--- config.mk ---
export PLATFORM = sky130hd
export DESIGN_NAME = imem_loader_flat
export DESIGN_NICKNAME = d
export VERILOG_FILES = /design/src/rtl/riscv_pkg.sv /design/src/rtl/imem_loader_if.sv /design/src/rtl/imem_loader_word_assembler.sv /design/src/rtl/imem_loader.sv /design/src/flat_wrapper.sv
export SDC_FILE = /design/constraint.sdc
export NUM_CORES = 1
export LEC_CHECK = 0
export BUFFER_PORTS_ARGS = -buffer_cell sky130_fd_sc_hd__buf_2
export CAP_MARGIN = 30
export CORE_UTILIZATION = 60
export DETAILED_ROUTE_END_ITERATION = 10
export PLACE_DENSITY = 0.9
export SETUP_SLACK_MARGIN = 0.15
export SLEW_MARGIN = 20
export SYNTH_ARGS = -nofsm -noshare
export SYNTH_HDL_FRONTEND = slang
export SYNTH_SLANG_ARGS = --single-unit
export TNS_END_PERCENT = 30
--- constraint.sdc ---
create_clock -name clock -period 5.83 [get_ports clock]
set_clock_uncertainty 0.15 [all_clocks]
set_input_delay 0 -clock clock [delete_from_list [all_inputs] [get_ports clock]]
set_output_delay 0 -clock clock [all_outputs]
set_load 0.005 [all_outputs]
--- src/rtl/riscv_pkg.sv ---
// Shared types and constants for the instruction-memory loader.
package riscv_pkg;

  localparam int unsigned INSTR_W = 32;

  typedef enum logic [2:0] {
    StIdle,
    StLen,
    StData,
    StWrite,
    StDone,
    StErr
  } loader_state_t;

endpackage

--- src/rtl/imem_loader_if.sv ---
// Host byte link plus imem write port and load status, bundled for the loader.
interface imem_loader_if #(
  parameter int unsigned AW = 5
) ();

  logic                        start;
  logic [7:0]                  rx_data;
  logic                        rx_valid;
  logic                        rx_ready;
  logic                        we;
  logic [AW-1:0]               waddr;
  logic [riscv_pkg::INSTR_W-1:0] wdata;
  logic                        busy;
  logic                        done;
  logic                        err;

  // Host / imem side.
  modport master (
    output start, rx_data, rx_valid,
    input  rx_ready, we, waddr, wdata, busy, done, err
  );

  // Loader side.
  modport slave (
    input  start, rx_data, rx_valid,
    output rx_ready, we, waddr, wdata, busy, done, err
  );

endinterface

--- src/rtl/imem_loader_word_assembler.sv ---
// Packs bytes little-endian into a 32-bit word; word_o is the word including the
// byte being loaded this cycle so the caller can register it on the same edge.
module imem_loader_word_assembler
  import riscv_pkg::*;
(
  input  logic               clock,
  input  logic               reset,
  input  logic               clear_i,
  input  logic               load_i,
  input  logic [7:0]         byte_i,
  output logic [INSTR_W-1:0] word_o,
  output logic               word_ready_o
);

  logic [INSTR_W-1:0] word_q, word_d;
  logic [1:0]         idx_q, idx_d;

  always_comb begin
    word_d = word_q;
    idx_d  = idx_q;
    if (clear_i) begin
      idx_d = 2'd0;
    end else if (load_i) begin
      word_d[{idx_q, 3'b000} +: 8] = byte_i;
      idx_d                        = idx_q + 2'd1;
    end
  end

  always_ff @(posedge clock or posedge reset) begin
    if (reset) begin
      word_q <= '0;
      idx_q  <= 2'd0;
    end else begin
      word_q <= word_d;
      idx_q  <= idx_d;
    end
  end

  assign word_o       = word_d;
  assign word_ready_o = load_i && !clear_i && (idx_q == 2'd3);

endmodule

--- src/rtl/imem_loader.sv ---
// Loads a length-prefixed byte stream into imem as 32-bit words from address 0,
// holding the core via busy until the load finishes or aborts.
module imem_loader
  import riscv_pkg::*;
#(
  parameter int unsigned n  = 32,
  parameter int unsigned AW = 5
) (
  input  logic         clock,
  input  logic         reset,
  imem_loader_if.slave bus
);

  localparam int unsigned MaxW = 1 << AW;

  loader_state_t state_q, state_d;
  logic [AW-1:0] last_q, last_d;
  logic [AW-1:0] word_idx_q, word_idx_d;
  logic [AW-1:0] waddr_q, waddr_d;
  logic [n-1:0]  wdata_q, wdata_d;
  logic          rx_ready_q, rx_ready_d;
  logic          we_q, we_d;
  logic          busy_q, busy_d;
  logic          done_q, done_d;
  logic          err_q, err_d;

  logic               xfer;
  logic               asm_clear;
  logic               asm_load;
  logic [INSTR_W-1:0] asm_word;
  logic               asm_ready;

  // rx_ready is a flop, so acceptance never depends combinationally on rx_valid.
  assign xfer = bus.rx_valid && rx_ready_q;

  imem_loader_word_assembler u_asm (
    .clock        (clock),
    .reset        (reset),
    .clear_i      (asm_clear),
    .load_i       (asm_load),
    .byte_i       (bus.rx_data),
    .word_o       (asm_word),
    .word_ready_o (asm_ready)
  );

  always_comb begin
    state_d    = state_q;
    last_d     = last_q;
    word_idx_d = word_idx_q;
    waddr_d    = waddr_q;
    wdata_d    = wdata_q;
    done_d     = done_q;
    err_d      = err_q;
    asm_clear  = 1'b0;
    asm_load   = 1'b0;

    unique case (state_q)
      StIdle, StDone, StErr: begin
        if (bus.start) begin
          state_d    = StLen;
          done_d     = 1'b0;
          err_d      = 1'b0;
          waddr_d    = '0;
          word_idx_d = '0;
          asm_clear  = 1'b1;
        end
      end
      StLen: begin
        if (xfer) begin
          if ((bus.rx_data == 8'd0) || (32'(bus.rx_data) > MaxW)) begin
            state_d = StErr;
            err_d   = 1'b1;
          end else begin
            last_d  = AW'(bus.rx_data - 8'd1);
            state_d = StData;
          end
        end
      end
      StData: begin
        asm_load = xfer;
        if (asm_ready) begin
          state_d = StWrite;
          wdata_d = asm_word;
          waddr_d = word_idx_q;
        end
      end
      StWrite: begin
        if (word_idx_q == last_q) begin
          state_d = StDone;
          done_d  = 1'b1;
        end else begin
          word_idx_d = word_idx_q + 1'b1;
          state_d    = StData;
        end
      end
      default: state_d = StIdle;
    endcase

    // Outputs are registered from the next state so they line up with it.
    rx_ready_d = (state_d == StLen) || (state_d == StData);
    we_d       = (state_d == StWrite);
    busy_d     = (state_d == StLen) || (state_d == StData) || (state_d == StWrite);
  end

  always_ff @(posedge clock or posedge reset) begin
    if (reset) begin
      state_q    <= StIdle;
      last_q     <= '0;
      word_idx_q <= '0;
      waddr_q    <= '0;
      wdata_q    <= '0;
      rx_ready_q <= 1'b0;
      we_q       <= 1'b0;
      busy_q     <= 1'b0;
      done_q     <= 1'b0;
      err_q      <= 1'b0;
    end else begin
      state_q    <= state_d;
      last_q     <= last_d;
      word_idx_q <= word_idx_d;
      waddr_q    <= waddr_d;
      wdata_q    <= wdata_d;
      rx_ready_q <= rx_ready_d;
      we_q       <= we_d;
      busy_q     <= busy_d;
      done_q     <= done_d;
      err_q      <= err_d;
    end
  end

  assign bus.rx_ready = rx_ready_q;
  assign bus.we       = we_q;
  assign bus.waddr    = waddr_q;
  assign bus.wdata    = wdata_q;
  assign bus.busy     = busy_q;
  assign bus.done     = done_q;
  assign bus.err      = err_q;

endmodule

--- src/flat_wrapper.sv ---
// flat-port wrapper written by rule: the top's interface ports become plain ports
module imem_loader_flat import riscv_pkg::*;
#(
  parameter int unsigned n  = 32,
  parameter int unsigned AW = 5
)
  (clock, reset, bus_start, bus_rx_data, bus_rx_valid, bus_rx_ready, bus_we, bus_waddr, bus_wdata, bus_busy, bus_done, bus_err);
  imem_loader_if #(.AW(AW)) bus_i ();
  input  logic clock;
  input  logic reset;
  input wire logic [$bits(bus_i.start)-1:0] bus_start;
  input wire logic [$bits(bus_i.rx_data)-1:0] bus_rx_data;
  input wire logic [$bits(bus_i.rx_valid)-1:0] bus_rx_valid;
  output wire logic [$bits(bus_i.rx_ready)-1:0] bus_rx_ready;
  output wire logic [$bits(bus_i.we)-1:0] bus_we;
  output wire logic [$bits(bus_i.waddr)-1:0] bus_waddr;
  output wire logic [$bits(bus_i.wdata)-1:0] bus_wdata;
  output wire logic [$bits(bus_i.busy)-1:0] bus_busy;
  output wire logic [$bits(bus_i.done)-1:0] bus_done;
  output wire logic [$bits(bus_i.err)-1:0] bus_err;
  assign bus_i.start = bus_start;
  assign bus_i.rx_data = bus_rx_data;
  assign bus_i.rx_valid = bus_rx_valid;
  assign bus_rx_ready = bus_i.rx_ready;
  assign bus_we = bus_i.we;
  assign bus_waddr = bus_i.waddr;
  assign bus_wdata = bus_i.wdata;
  assign bus_busy = bus_i.busy;
  assign bus_done = bus_i.done;
  assign bus_err = bus_i.err;
  imem_loader #(.n(n), .AW(AW)) u_core (.clock(clock), .reset(reset), .bus(bus_i));
endmodule
==> qor.txt, run 1 <==
status - completed
P_leak - 2.160 nW
Yosys reg bits - 81
Avg Synthesized Cell Area - 11.23 sq um
fin crit share - 44.45%
max_cap viols - 0
synth unique cells - 39
Slew HR - 39.12%
ANT nets after route - 0
routed length per instance - 15.93 microns
FMAX - 385.9 MHz
Seq/Total Area, Yosys - 56.94%
Slew @ Worst Pin - 0.9113 ns
asr flop ratio synth - 100.0%
CTS buffer count - 9
Min Clock Period, post-route - 2.592 ns
Main synth FF type - dfrtp_1
Antenna diodes - 0
Post-synth EDFFs - 0
Syn Nets - 337
Max Slew Vio Count - 0
row count - 27
DR DRC count - 0
Comb pwr share - 18.0%
Iteration-0 DRC Markers - 171
DRT Wirelength - 7199 microns
synthesized area - 3560 sq um
WP data arrival - 2.74 ns
CP Capture Type - flop
vias in the first global route - 2511
CTS sink cnt - 81
Layout area overhead - 15.71%
worst-path fanout max - 8
Seq pwr share - 54.2%
Worst EP required - 5.98 ns
top-area cell type share of the netlist area - 56.94%
largest family of logic cells by synthesized area - simple AND/OR/NAND/NOR gates
Ys Warns - 0
I/O pin count - 54
maximum clock path buffer count - 2
global route total overflow - 0
Yosys top cell by area - dfrtp_1
First-pass DRT Iterations - 4
Switching Share - 29.37%
XOR/XNOR Fraction of Synth Area - 2.214%
WS Path Type - reg2reg
Clock Root Buffer - clkbuf_8
routability congestion estimate - 0.8670
Setup crit start kind - flop
post-synthesis compound-gate area fraction - 9.315%
core box area - 5608 sq um
Chip Width - 79.03 microns
via count - 2553
Die Ht - 79.03 microns
number of gates resized after CTS - 0
clk slew on worst S/H paths - 0.08 ns
mux cell area share after synthesis - 8.436%
antenna violations before repair - 0
Clk pwr share - 27.8%
Mapped Cells - 317
final hold violation count - 0
Vias/cell - 5.648
Synth area leaders - dfrtp_1, mux2_2, o21ai_0
post-synthesis simple-gate area fraction - 13.78%
total power - 1.229 mW
clock latency on the worst-skew pair - 0.35 ns
Final setup viols - 0
first-pass GRT wire length - 11550 microns
Starting Density - 63.48%
RSZ-0062 raised after global routing - false
largest net degree at the start of global routing - 82
H-tree levels - 3
Die ar. - 6245 sq um
CTS tree - yes
Psw - 0.3610 mW
PD cells - 298.4 nW/um^2
peak supply drop - 0.0002444 V
HP Class - in2async
Post-DP HPWL - 4738 microns
setup TNS - 0 ns
Synth Area in Adders - 2.812%
GRT Overall Usage - 24.70%
P_int - 0.8682 mW
I/O Buffers - 53
layout cells sized above 1 - 27.11%
Nets - 398
worst max-delay path: stages (launching register included):
cell and delay [ns]:
dfrtp_1 0.48, inv_1 0.19, ha_1 0.44, nor3b_1 0.78
nand3_1 0.15, o21ai_0 0.15, mux2_2 0.20
cells by family (layout without fill, tap and decap cells):
| group | count (synthesis) | after routing |
|---|---|---|
| AND/OR/NAND/NOR | 86 | 86 |
| flip-flops | 81 | 81 |
| AO/OA/AOI/OAI | 54 | 54 |
| buffers and inverters | 52 | 115 |
| multiplexers | 27 | 27 |
| XOR/XNOR | 9 | 9 |
| adder cells (fa/ha/maj) | 8 | 8 |
cells in the mapped netlist (2+ instances only):
cell,number
dfrtp_1,81
inv_1,35
nand2_1,31
o21ai_0,30
nand3_1,27
mux2_2,24
buf_2,10
a22o_1,8
ha_1,8
o21ai_1,8
xor2_1,7
nor2_1,5
clkbuf_1,3
mux2i_1,3
nor3_1,3
nor3_2,3
nor3b_2,3
o31ai_1,3
a41o_1,2
and3_1,2
buf_6,2
xnor2_1,2
cell usage in the layout (no fill, tap or decap), types with 2 or more instances in the layout:
cell,instances
o21ai_1,8
mux2_2,24
nor2_1,5
dlygate4sd3_1,11
buf_2,53
nand2_1,31
ha_1,8
nor3_2,3
nand3_1,27
clkbuf_1,2
clkbuf_8,10
nor3_1,3
dfrtp_1,81
nor3b_2,3
xor2_1,7
a22o_1,8
mux2i_1,3
o21ai_0,30
inv_1,34
o31ai_1,3
a41o_1,2
xnor2_1,2
and3_1,2
layout make-up:
type / instances / area (sq um)
Clock inverter: 1 / 5.005
Multi-Input combinational cell: 184 / 1301
Inverter: 36 / 140.1
Sequential cell: 81 / 2027
Tap cell: 72 / 90.09
Timing Repair Buffer: 66 / 410.4
Fill cell: 407 / 1489
Clock buffer: 12 / 145.1
per-stage QoR:
stage	setup WS, ns	utilization [%]	std cells	hold WS, ns	instance area [sq um]
finish	3.238	73.45	452	0.05525	4119
global route	2.996	73.45	452	0.09403	4119
CTS	3.227	72.96	451	0.3306	4091
detailed placement	3.246	68.32	427	0.1963	3831
global placement	3.384	68.32	427	0.1794	3831
floorplan	3.600	-	317	-0.01747	3560
worst paths after layout:
check / start / endpoint / slack, ns / depth (start not counted)
setup / recovery: u_core.u_asm.idx_q[0] / u_core.bus.wdata[22] / 3.24 / 6
hold / removal: reset / u_core.bus.wdata[3] / 0.06 / 4
setup reg to reg: u_core.u_asm.idx_q[0] / u_core.bus.wdata[22] / 3.24 / 6
hold reg to reg: u_core.bus.done / u_core.bus.done / 0.32 / 2
max in group asynchronous: reset / u_core.word_idx_q[0] / 4.90 / 5
min in group clock: u_core.bus.done / u_core.bus.done / 0.32 / 2
flip-flops by register name, indices dropped and copies added (netlist names), 2 cells and up:
signal,cells
u_core.word_idx_q,5
u_core.last_q,5
u_core.bus.wdata,32
u_core.u_asm.word_q,24
u_core.state_q,3
u_core.u_asm.idx_q,2
u_core.bus.waddr,5
power groups by stage:
| stage | clock, mW | combinational, mW | sequential, mW |
|---|---|---|---|
| 2_1_floorplan | 0 | 0.152 | 0.670 |
| 3_3_place_gp | 0 | 0.197 | 0.673 |
| 3_5_place_dp | 0 | 0.209 | 0.677 |
| 4_1_cts | 0.344 | 0.217 | 0.666 |
| 5_1_grt | 0.365 | 0.246 | 0.672 |
| 6_report | 0.342 | 0.221 | 0.666 |
routing by layer:
layer  vias to the layer above  global-route usage, %  share of wire, %
met5                         -                      0                 0
met4                         0                  8.909               1.9
met3                        17                  7.241               5.7
met2                        92                  40.26                50
met1                      1248                  31.46                42
li1                       1196                      -                 -
repair_timing:
action                                 CTS  global route
buffers inserted                         0             0
hold buffers                            11             0
endpoints found under the hold margin  122             0
Power figures use the tool's default switching activity.
==> inputs of run 2 (changes only) <==
CORE_UTILIZATION = 56   (was 60)
PLACE_DENSITY = 0.86   (was 0.9)
clock period = 2.4 ns   (was 5.83 ns; I/O delays follow)
==> run 2 against run 1 <==
Effect of this change:
- global-route usage rose by 0.50 points
- total power rose to 2.6 times the previous value
- non-clock buffer count rose by 5
- die area rose by 7.0%
- highest routed layer unchanged
- first-iteration DRC count fell by 23%
- combinational power rose by 150%
- critical path type unchanged
- worst hold slack improved by 0.028 ns
- register-to-register slack got worse by 3.0 ns
==> qor.txt, run 2 (synthesis gave the netlist of run 1 again) <==
status - completed
CTS buffer count - 9 (unchanged)
Reg-to-Reg End - u_core.bus.wdata[9]
Post-CTS Setup Bufs - 0 (unchanged)
GRT Overall Usage - 25.20% (+0.50 points)
DR DRC count - 0 (unchanged)
Setup crit start kind - flop
max reg flops - 32 (unchanged)
length of routed met2 wiring - 3725 microns (+3.3%)
Filler cells - 448 (+10%)
Antenna diodes - 0 (unchanged)
Die ar. - 6679 sq um (+7.0%)
WS Path Type - reg2reg
WP data arrival - 2.34 ns (-0.40 ns)
via count - 2598 (+1.8%)
R2R Setup Slk - 0.22 ns (-3.02 ns)
Starting Density - 59.07% (-4.4 points)
layout cells sized above 1 - 29.90% (+2.8 points)
CP Capture Type - flop
Nets - 403 (+1.3%)
fin area - 4230 sq um (+2.7%)
antenna violations before repair - 0 (unchanged)
PD cells - 758.2 nW/um^2 (+150%)
final core occ - 70.20% (-3.2 points)
routability congestion estimate - 0.8250 (-4.8%)
reg-to-reg startpoint - u_core.u_asm.idx_q[0]
Post-DP HPWL - 4962 microns (+4.7%)
PnR worst setup slack - 0.2165 ns (-3.022 ns)
First-pass DRT Iterations - 4 (unchanged)
Layout area overhead - 18.84%
first-pass GRT wire length - 12250 microns (+6.1%)
Max Slew Vio Count - 0 (unchanged)
Chip Width - 81.73 microns (+3.4%)
DP Area - 3892 sq um (+1.6%)
P_leak - 2.209 nW (+2.3%)
fin crit share - 90.98% (+47 points)
Worst EP required - 2.55 ns (-3.43 ns)
maximum clock path buffer count - 2 (unchanged)
Die Ht - 81.73 microns (+3.4%)
DRT Wirelength - 7602 microns (+5.6%)
final hold violation count - 0 (unchanged)
Routed met3 length - 333 microns (-19%)
clk slew on worst S/H paths - 0.09 ns (about the same)
most frequent cells in the layout - dfrtp_1, buf_2, inv_1, nand2_1, o21ai_0
Hold Slack - 0.08319 ns (+0.02794 ns)
pre-CTS setup slack - 0.09857 ns (-3.147 ns)
I/O Buffers - 53 (unchanged)
Vias/cell - 5.611 (-0.66%)
HP Class - in2async
routed length per instance - 16.42 microns (+3.1%)
Iteration-0 DRC Markers - 131 (-23%)
CTS tree - yes
vias in the first global route - 2591 (+3.2%)
largest net degree at the start of global routing - 31 (-62%)
Slew @ Worst Pin - 0.5992 ns (-0.3121 ns)
setup TNS - 0 ns (unchanged)
row count - 28 (+3.7%)
total power - 3.208 mW (+160%)
ANT nets after route - 0 (unchanged)
max_cap viols - 0 (unchanged)
Slew HR - 59.55% (+20 points)
Worst Reg-to-Reg Cells - 7 (+1)
final std cells w/o fill - 463 (+2.4%)
Final setup viols - 0 (unchanged)
met1 WL - 3309 microns (+8.6%)
core box area - 6026 sq um (+7.5%)
FMAX - 458.0 MHz (+19%)
CTS sink cnt - 81 (unchanged)
global route total overflow - 0 (unchanged)
clock latency on the worst-skew pair - 0.36 ns (about the same)
Clock Root Buffer - clkbuf_8
I/O pin count - 54 (unchanged)
top sig layer - met4
most common cell after layout, fill and taps aside - dfrtp_1
H-tree levels - 3 (unchanged)
worst-path fanout max - 8 (unchanged)
RSZ-0062 raised after global routing - true
peak supply drop - 0.0004962 V (+100%)
number of placed cells counting well taps - 436 (+2.1%)
Min Clock Period, post-route - 2.183 ns (-0.4080 ns)
-- run 2: worst max-delay path: stages (launching register included) --
cell	delay, ns
dfrtp_1	0.38
inv_1	0.14
ha_1	0.33
buf_4	0.14
nor3b_2	0.46
nand3_1	0.12
o21ai_0	0.17
mux2_2	0.24
-- run 2: layout make-up --
class / instances / area [sq um] / area share (%)
well taps: 75 / 93.84 / 2.218
flip-flops and latches: 81 / 2027 / 47.91
repair buffers: 71 / 440.4 / 10.41
inverters: 36 / 140.1 / 3.313
clock inverters: 5 / 62.56 / 1.479
clock buffers: 11 / 151.4 / 3.579
multi-input cells: 184 / 1315 / 31.09
-- run 2: how the worst max path moves through the flow --
stage                     cells past startpoint                    to  slack, ns                  start
after floorplan                               1       u_core.bus.busy       0.17                  reset
after global placement                        6  u_core.bus.wdata[17]       0.26  u_core.u_asm.idx_q[0]
after detailed placement                      6  u_core.bus.wdata[19]        0.1  u_core.u_asm.idx_q[0]
after CTS                                     9   u_core.bus.rx_ready       0.17         bus_rx_data[1]
after global routing                          7   u_core.bus.wdata[0]       0.09  u_core.u_asm.idx_q[0]
final                                         7   u_core.bus.wdata[9]       0.22  u_core.u_asm.idx_q[0]
-- run 2: routing by layer --
layer  GRT usage [%]  vias up
li1                -     1197
met1           32.08     1286
met2           40.00       89
met3           7.111       26
met4           11.23        0
met5               0        -
-- run 2: power by group --
part	leakage [nW]	switching (mW)	internal, mW
clock	0.102	0.497	0.542
combinational	1.11	0.339	0.211
sequential	0.994	0.101	1.52
-- run 2: what timing repair did --
item                                    4_1_cts  5_1_grt
endpoints found under the setup margin        8       16
hold endpoints to repair                     95        0
resized for setup                             1        2
hold buffers                                 11        0
gates cloned                                  0        0
==> inputs of run 3 (changes only) <==
PLACE_DENSITY = 0.8   (was 0.86)
SLEW_MARGIN = 30   (was 20)
clock period = 2.25 ns   (was 2.4 ns; I/O delays follow)
==> run 3 against run 2 <==
Effect of this change:
- wire length increased by 1.7%
- sequential share of layout area fell by 1.2 points
- flip-flop and latch count did not move
- cell count is 1.7% higher
- total power grew 14%
- critical path depth rose by 1
- maximum frequency increased by 4.1%
- core utilization increased by 1.8 points
- clock power increased by 26%
- critical endpoint is now u_core.bus.wdata[14]
==> qor.txt, run 3 (synthesis gave the netlist of run 1 again) <==
status - completed
final hold violation count - 0 (unchanged)
Filler cells - 414 (-7.6%)
slowest CP cell - dfrtp_1
clk slew on worst S/H paths - 0.09 ns (about the same)
fin crit share - 93.19% (+2.2 points)
I/O Buffers - 53 (unchanged)
Min Clock Period, post-route - 2.097 ns (-0.08661 ns)
reg-to-reg startpoint - u_core.u_asm.idx_q[1]
Post-DP HPWL - 5009 microns (+0.94%)
crit path buf inv count - 3 (+1)
clock latency on the worst-skew pair - 0.35 ns (about the same)
Comb pwr share - 17.0% (about the same)
Die Ht - 81.73 microns (unchanged)
WP data arrival - 2.20 ns (-0.14 ns)
antenna violations before repair - 0 (unchanged)
FMAX - 476.9 MHz (+4.1%)
Chip Width - 81.73 microns (unchanged)
GRT Overall Usage - 25.99% (+0.79 points)
Layout area overhead - 21.86%
I/O pin count - 54 (unchanged)
setup TNS - 0 ns (unchanged)
Clk pwr share - 35.7% (+3.3 points)
max_cap viols - 0 (unchanged)
H-tree levels - 3 (unchanged)
largest net degree at the start of global routing - 46 (+48%)
Max Slew Vio Count - 0 (unchanged)
Nets - 411 (+2.0%)
layout cells sized above 1 - 30.81% (+0.91 points)
P_leak - 2.267 nW (+2.6%)
CTS tree - yes
maximum clock path buffer count - 2 (unchanged)
DR DRC count - 0 (unchanged)
First-pass DRT Iterations - 5 (+1)
Setup crit start kind - flop
number of placed cells counting well taps - 439 (+0.69%)
Psw - 1.019 mW (+8.9%)
core box area - 6026 sq um (unchanged)
DRT Wirelength - 7728 microns (+1.7%)
Clock Root Buffer - clkbuf_8
most common cell after layout, fill and taps aside - dfrtp_1
CP Capture Type - flop
Crit path max-delay family - buffers and inverters
Iteration-0 DRC Markers - 166 (+27%)
total power - 3.658 mW (+14%)
first-pass GRT wire length - 12450 microns (+1.6%)
WS Path Type - reg2reg
Final setup viols - 0 (unchanged)
row count - 28 (unchanged)
Slew @ Worst Pin - 0.5817 ns (-0.01746 ns)
P_int - 2.638 mW (+16%)
ANT nets after route - 0 (unchanged)
Vias/cell - 5.471 (-2.5%)
Switching Share - 27.87% (-1.3 points)
worst-path fanout max - 8 (unchanged)
Seq pwr share - 47.3% (-3.2 points)
routability congestion estimate - 0.8170 (-0.97%)
via count - 2577 (-0.81%)
final std cells w/o fill - 471 (+1.7%)
CTS sink cnt - 81 (unchanged)
slowest stage delay, CP - 0.42 ns (-0.04 ns)
peak supply drop - 0.0006014 V (+21%)
most frequent cells in the layout - dfrtp_1, buf_2, inv_1, nand2_1, o21ai_0
RSZ-0062 raised after global routing - true
max reg flops - 32 (unchanged)
Starting Density - 59.07% (unchanged)
Worst EP required - 2.35 ns (-0.20 ns)
Antenna diodes - 0 (unchanged)
Critical Path Start - u_core.u_asm.idx_q[1]
Slew HR - 60.73% (+1.2 points)
Hold Slack - 0.03506 ns (-0.04813 ns)
global route total overflow - 0 (unchanged)
routed length per instance - 16.41 microns (about the same)
cells along the critical path - inv_1 > ha_1 > buf_4 > nor3b_2 > buf_4 > nand3_1 > o21ai_0 > mux2_2
vias in the first global route - 2601 (+0.39%)
HP Class - in2async
most used cell, CP - buf_4
PD cells - 843.2 nW/um^2 (+11%)
CTS buffer count - 9 (unchanged)
Die ar. - 6679 sq um (unchanged)
-- run 3: power by group through the flow --
stage | clock, mW | sequential (mW) | combinational (mW)
final | 1.31 | 1.73 | 0.622
after global routing | 1.39 | 1.75 | 0.703
after CTS | 1.34 | 1.73 | 0.604
after detailed placement | 0 | 1.75 | 0.573
after global placement | 0 | 1.74 | 0.544
after floorplan | 0 | 1.74 | 0.394
-- run 3: area by class of cell --
class	instances	area, sq um	share of cell area (%)
Clock buffer	10	137.6	3.173
Timing Repair Buffer	79	505.5	11.65
Sequential cell	81	2027	46.73
Tap cell	75	93.84	2.163
Multi-Input combinational cell	184	1316	30.34
Inverter	36	143.9	3.317
Clock inverter	6	113.9	2.625
-- run 3: repair_timing --
item | CTS | global route
endpoints found under the hold margin | 121 | 0
setup endpoints to repair | 19 | 37
resized for setup | 1 | 4
hold buffers | 13 | 0
pin swaps | 0 | 1
setup buffers | 0 | 3
-- run 3: worst reg2reg max path, stage by stage (launching register included) --
cell and delay, ns:
dfrtp_1 0.42, inv_1 0.11, ha_1 0.31, buf_4 0.17
nor3b_2 0.15, buf_4 0.17, nand3_1 0.08, o21ai_0 0.14
mux2_2 0.30
-- run 3: metal layers --
layer / up-vias / share of wire (%) / global-route usage [%]
li1: 1216 / - / -
met1: 1276 / 43 / 32.81
met2: 66 / 51 / 40.74
met3: 19 / 4.0 / 6.667
met4: 0 / 2.8 / 14.56
met5: - / 0 / 0
-- run 3: worst paths after layout --
| kind | to | slack, ns | cells after the start |
|---|---|---|---|
| max | u_core.bus.wdata[14] | 0.15 | 8 |
| min | u_core.bus.done | 0.04 | 3 |
| max reg2reg | u_core.bus.wdata[14] | 0.15 | 8 |
| min reg2reg | u_core.bus.done | 0.32 | 2 |
| max in group asynchronous | u_core.bus.wdata[31] | 1.32 | 4 |
| min in group clock | u_core.last_q[2] | 0.11 | 5 |
-- run 3: stage by stage --
step	instance area (sq um)	setup WS, ns	util, %
2_1_floorplan	3563	0.1134	-
3_3_place_gp	3919	0.09400	65.03
3_5_place_dp	3919	0.04423	65.03
4_1_cts	4305	0.05812	71.45
5_1_grt	4338	0.02568	71.99
6_report	4338	0.1531	71.99
